<file path="config.mk">
export PLATFORM = sky130hd
export DESIGN_NAME = ahb_dbg_arbiter
export DESIGN_NICKNAME = d
export VERILOG_FILES = /design/src/rtl/ahb_dbg_arbiter.sv
export SDC_FILE = /design/constraint.sdc
export NUM_CORES = 1
export LEC_CHECK = 0
export CAP_MARGIN = 20
export CORE_AREA = 2 2 125 127
export CTS_CLUSTER_DIAMETER = 120
export CTS_CLUSTER_SIZE = 24
export DETAILED_ROUTE_END_ITERATION = 8
export DIE_AREA = 0 0 127 129
export MAX_ROUTING_LAYER = met4
export RECOVER_POWER = 50
export SYNTH_ARGS = -nofsm -noshare
export SYNTH_HDL_FRONTEND = slang
export SYNTH_SLANG_ARGS = --single-unit
</file>
<file path="constraint.sdc">
create_clock -name clk -period 2.6 [get_ports clk]
set_input_delay 0.52 -clock clk [delete_from_list [all_inputs] [get_ports clk]]
set_output_delay 0.52 -clock clk [all_outputs]
set_load 0.01 [all_outputs]
</file>
<file path="src/rtl/ahb_dbg_arbiter.sv">
// Two-master AHB-Lite arbiter merging the UART debugger and core buses onto one master port.
// Define DBG_ARB_WAIT_CNT_EN to add the dbg_wait_cycles stall counter output.
module ahb_dbg_arbiter (
    input  logic        clk,
    input  logic        rst,
    input  logic [31:0] C_HADDR,
    input  logic [31:0] C_HWDATA,
    input  logic        C_HWRITE,
    input  logic [2:0]  C_HSIZE,
    input  logic [2:0]  C_HBURST,
    input  logic [1:0]  C_HTRANS,
    output logic        C_HREADY,
    output logic [31:0] C_HRDATA,
    input  logic [31:0] D_HADDR,
    input  logic [31:0] D_HWDATA,
    input  logic        D_HWRITE,
    input  logic [2:0]  D_HSIZE,
    input  logic [2:0]  D_HBURST,
    input  logic [1:0]  D_HTRANS,
    output logic        D_HREADY,
    output logic [31:0] D_HRDATA,
    output logic [31:0] HADDR,
    output logic [31:0] HWDATA,
    output logic        HWRITE,
    output logic [2:0]  HSIZE,
    output logic [2:0]  HBURST,
    output logic [1:0]  HTRANS,
    input  logic        HREADY,
    input  logic [31:0] HRDATA
`ifdef DBG_ARB_WAIT_CNT_EN
    ,
    output logic [15:0] dbg_wait_cycles
`endif
);

    typedef enum logic {GNT_CORE = 1'b0, GNT_DBG = 1'b1} gnt_e;

    typedef struct packed {
        logic [31:0] haddr;
        logic        hwrite;
        logic [2:0]  hsize;
        logic [2:0]  hburst;
        logic [1:0]  htrans;
    } ahb_ap_t;

    gnt_e    state;
    logic    dp_dbg;
    ahb_ap_t core_ap, dbg_ap, bus_ap;

    // Switching only when the current owner is IDLE and the bus is ready keeps
    // every issued address phase intact; BUSY blocks the switch like a transfer.
    always_ff @(posedge clk or posedge rst) begin
        if (rst) begin
            state  <= GNT_CORE;
            dp_dbg <= 1'b0;
        end else begin
            if (HREADY)
                dp_dbg <= (state == GNT_DBG);
            case (state)
                GNT_CORE:
                    if (D_HTRANS[1] && C_HTRANS == 2'b00 && HREADY)
                        state <= GNT_DBG;
                GNT_DBG:
                    if (D_HTRANS == 2'b00 && C_HTRANS[1] && HREADY)
                        state <= GNT_CORE;
                default: state <= GNT_CORE;
            endcase
        end
    end

    assign core_ap = '{haddr: C_HADDR, hwrite: C_HWRITE, hsize: C_HSIZE,
                       hburst: C_HBURST, htrans: C_HTRANS};
    assign dbg_ap  = '{haddr: D_HADDR, hwrite: D_HWRITE, hsize: D_HSIZE,
                       hburst: D_HBURST, htrans: D_HTRANS};
    assign bus_ap  = (state == GNT_DBG) ? dbg_ap : core_ap;

    assign HADDR  = bus_ap.haddr;
    assign HWRITE = bus_ap.hwrite;
    assign HSIZE  = bus_ap.hsize;
    assign HBURST = bus_ap.hburst;
    assign HTRANS = bus_ap.htrans;
    assign HWDATA = dp_dbg ? D_HWDATA : C_HWDATA;

    // A master sees HREADY while it owns either the address or the data phase;
    // the other master is stalled so it keeps its address phase on its own bus.
    assign C_HREADY = HREADY & ((state == GNT_CORE) | ~dp_dbg);
    assign D_HREADY = HREADY & ((state == GNT_DBG)  |  dp_dbg);
    assign C_HRDATA = HRDATA;
    assign D_HRDATA = HRDATA;

`ifdef DBG_ARB_WAIT_CNT_EN
    always_ff @(posedge clk or posedge rst) begin
        if (rst)
            dbg_wait_cycles <= 16'h0000;
        else if (D_HTRANS[1] && state == GNT_CORE && dbg_wait_cycles != 16'hFFFF)
            dbg_wait_cycles <= dbg_wait_cycles + 16'd1;
    end
`endif

endmodule

</file>
; ---- Yosys cells after proc, flatten, opt, wreduce, memory -nomap -nowiden
; Cells that the tools add are included.
[word_totals]
output_inout_bits = 139
elab_cells = 19
regBits = 2
latch_bits = 0
ramBits = 0
rom_bits = 0
in_bits = 181
n_memories = 0
[classes]
addsub = 0
reduce_logical = 6
n_shift = 0
muxes = 5
order_cmp = 0
eq_ne = 0
div = 0
n_mul = 0
bitwise = 6
[ops]
columns = cell, n
row1 = two-way mux 41 bit, 1
row2 = two-way mux 32 bit, 1
row3 = logical AND 1 bit, 4
row4 = logical NOT 2 bit, 2
row5 = bitwise AND 1 bit, 2
row6 = two-way mux 1 bit, 2
row7 = inverter 1 bit, 2
row8 = OR 1 bit, 2
row9 = one-hot mux 1 bit (2 select lines), 1

; ---- Logic depth before layout (Yosys ltp)
[depth]
word_depth = 5
ltp_mapped = 4
mapped_depth_nobuf = 2

; ---- Worst setup path after synthesis
; Ideal clock, no wire load.
[synth_timing]
path_type = register to output
start = reg state
end = out C_HREADY
stages_incl_launch_ff = 4
path_slack_ps = 1128
path_buffers = 2
arrival_time_ps = 952
required_ps = 2080
cell_sequence = dfrtp_1 -> buf_6 -> buf_6 -> a21boi_0
[synth_via]
elab_chain_cells = 3
[synth_rtl]
columns = element, line_no
row1 = from (decl), 46  ; gnt_e state;
row2 = from (signal assigned), 54  ; state <= GNT_CORE;
row3 = from (signal assigned), 62  ; state <= GNT_DBG;
row4 = from (signal assigned), 65  ; state <= GNT_CORE;
row5 = inverter 1 bit, 86  ; assign C_HREADY = HREADY & ((state == GNT_CORE) | ~dp_dbg);
row6 = OR 1 bit, 86
row7 = bitwise AND 1 bit, 86
row8 = to (decl), 12  ; output logic C_HREADY,
; Every way passes these cells.

; ---- Worst setup path in the final report
[layout_timing]
start = reg state
end = out HSIZE[0]
[layout_via]
elab_chain_cells = 1
[layout_rtl]
columns = element, line_no
row1 = two-way mux 41 bit, 75  ; assign bus_ap = (state == GNT_DBG) ? dbg_ap : core_ap;
row2 = to (decl), 25  ; output logic [2:0] HSIZE,
; Every way passes these cells.

==> impl_metrics.json <==
{
  "drv_cap": 0,
  "cp-start-kind": "flop",
  "drtIter0Drc": 46,
  "cts_root_buffer": "clkbuf_16",
  "wl_per_cell_um": 14.58,
  "drive_gt1_share_pct": 26.52,
  "grt_max_degree": 24,
  "ctsHoldBuffers": 0,
  "rsz0062_at_grt": "false",
  "dp_hpwl_um": 6509,
  "place_congestion": 0.7657,
  "crit_chain": "buf_4, mux2_4, clkdlybuf4s50_1",
  "clockBufferDepth": 2,
  "cts_setup_buffers": 0,
  "synth_cells": 156,
  "critPathKind": "flop to output pin",
  "synth_fa_ha_area_share_pct": 0,
  "synth_compound_area_share_pct": 1.689,
  "ys_seq_elements": 2,
  "nets": 496,
  "stdcell_count": 501,
  "min_period_ps": 2463,
  "finalPower_uw": 983.7,
  "hold_path.class": "input port to async pin",
  "n_fill_cell": 1589,
  "synth_cell_type_count": 13,
  "skew_ps": 0.6775,
  "post-route-util_pct": 25.17,
  "htreeDepth": 1,
  "synthXorXnorAreaFrac_pct": 0,
  "clk_latency_ps": 220,
  "critPathSlowestCell": "dfrtp_2",
  "slew_headroom_pct": 73.98,
  "cp-end-kind": "output pin",
  "die_h_um": 129,
  "post-place-ws_ps": 247.7,
  "placed_area_um2": 3695,
  "dp.cells": 498,
  "status": "finished, final reports clean",
  "grt_usage_pct": 8.154,
  "die_area_um2": 16380,
  "crit_family": "buffers and inverters",
  "critPathBufInv": 2,
  "cts_resized": 0,
  "io_pins": 320,
  "antenna_found_initial": 0,
  "synth_fp_nets": 337,
  "core_um2": 14980,
  "setup_ws_ps": 137.1,
  "synthMuxAreaShare_pct": 60.17,
  "reg2reg_slack_ps": 1550,
  "cp.required_ps": 2080,
  "io_buffers": 223,
  "hold_violations": 0,
  "postRouteAntennaNets": 0,
  "cp.arrival_ps": 1940,
  "grt_pass1_vias": 1778,
  "ys_seq_area_share_pct": 2.815,
  "r2r-end": "dp_dbg",
  "cp_max_fo": 15,
  "leakage_nw": 1.612,
  "start_util_pct": 11.87,
  "viasPerCell": 3.385,
  "drc_errors": 0,
  "fin_crit_sh_pct": 94.73,
  "final_cell_mix": "clkdlybuf4s50_1 (219), mux2_4 (63), mux2_2 (10), dlygate4sd3_1 (4), clkbuf_16 (3)",
  "first_pass_iters": 4,
  "setup-tns-final_ps": 0,
  "setup_viol": 0,
  "syn_area_per_cell_um2": 11.40,
  "area_growth_pct": 112.0,
  "cts_tree": "built",
  "final_common_cell": "clkdlybuf4s50_1",
  "wirelength_um": 7303,
  "rr_startpoint": "state",
  "peakVddDrop_mv": 0.1348,
  "cts_inserted_buffers": 3,
  "clkTransAtPathRegs_ps": 30,
  "num_rows": 45,
  "ff2ff_path_depth": 1,
  "yosys.area_share.simple_pct": 0.9148,
  "grt_overflow": 0,
  "finalMaxSlewViolations": 0,
  "tightestPinTransition_ps": 390.2,
  "n_antenna_cell": 0,
  "dieWidth_um": 127,
  "yosysWarningCount": 0,
  "design_area_um2": 3770,
  "clock.fmax_mhz": 406.0,
  "routed-via-count": 1696,
  "power_density_nw_per_um2": 260.9,
  "cpPeakStageDelay_ps": 590,
  "holdWs_ps": 590.4,
  "grt_pass1_wl_um": 10010,
  "syn_area_um2": 1778,
  "synth_top_family_by_area": "multiplexers",
  "cts_sinks": 2
}
-- Yosys cell counts, drive strengths merged --
cell	n	share of area, %
a21boi	1	0.42
nand3	1	0.28
buf	73	34
a21bo	1	0.56
nand4bb	1	0.63
inv	1	0.21
o21a	1	0.42
o21ai	1	0.28
mux2	74	60
dfrtp	2	2.8
-- report_power, final --
part / switching (mW) / internal (mW) / leakage (nW)
logic: 0.202 / 0.509 / 1.56
clock network: 0.0348 / 0.196 / 0.0370
registers: 0.00870 / 0.0338 / 0.0178
total: 0.246 / 0.738 / 1.61
-- logic make-up (layout without fill, tap and decap cells) --
group	after synthesis	in the layout
AND/OR/NAND/NOR	2	2
multiplexers	74	74
buffers and inverters	74	231
AO/OA/AOI/OAI	4	4
flip-flops	2	2
-- state kept, by name, summed over array words and instances, names as in the netlist --
register / flops
state: 1
dp_dbg: 1
-- metal layers --
metal | GRT usage [%] | share of wire, % | up-vias
met3 | 1.871 | 7.2 | 8
met1 | 10.20 | 42 | 796
met4 | 2.456 | 1.0 | 0
li1 | - | - | 790
met5 | - | 0 | -
met2 | 13.12 | 50 | 102
-- worst max path at each step --
| stage | startpoint | to | slack [ps] | depth (start not counted) |
|---|---|---|---|---|
| finish | state | HSIZE[0] | 140 | 3 |
| floorplan | state | C_HREADY | 1130 | 3 |
| global route | state | HADDR[0] | 50 | 3 |
| global placement | HREADY | C_HREADY | 240 | 3 |
| CTS | state | HSIZE[0] | 100 | 3 |
| detailed placement | HREADY | C_HREADY | 250 | 3 |
-- area by class of cell --
cell class / count / area [um2] / share of cell area [%]
well taps: 188 / 235.2 / 6.240
inverters: 1 / 3.754 / 0.09957
repair buffers: 227 / 2287 / 60.67
multi-input cells: 80 / 1116 / 29.60
flip-flops and latches: 2 / 52.55 / 1.394
clock buffers: 3 / 75.07 / 1.991
Note: power is estimated with default switching activity, not from simulation.
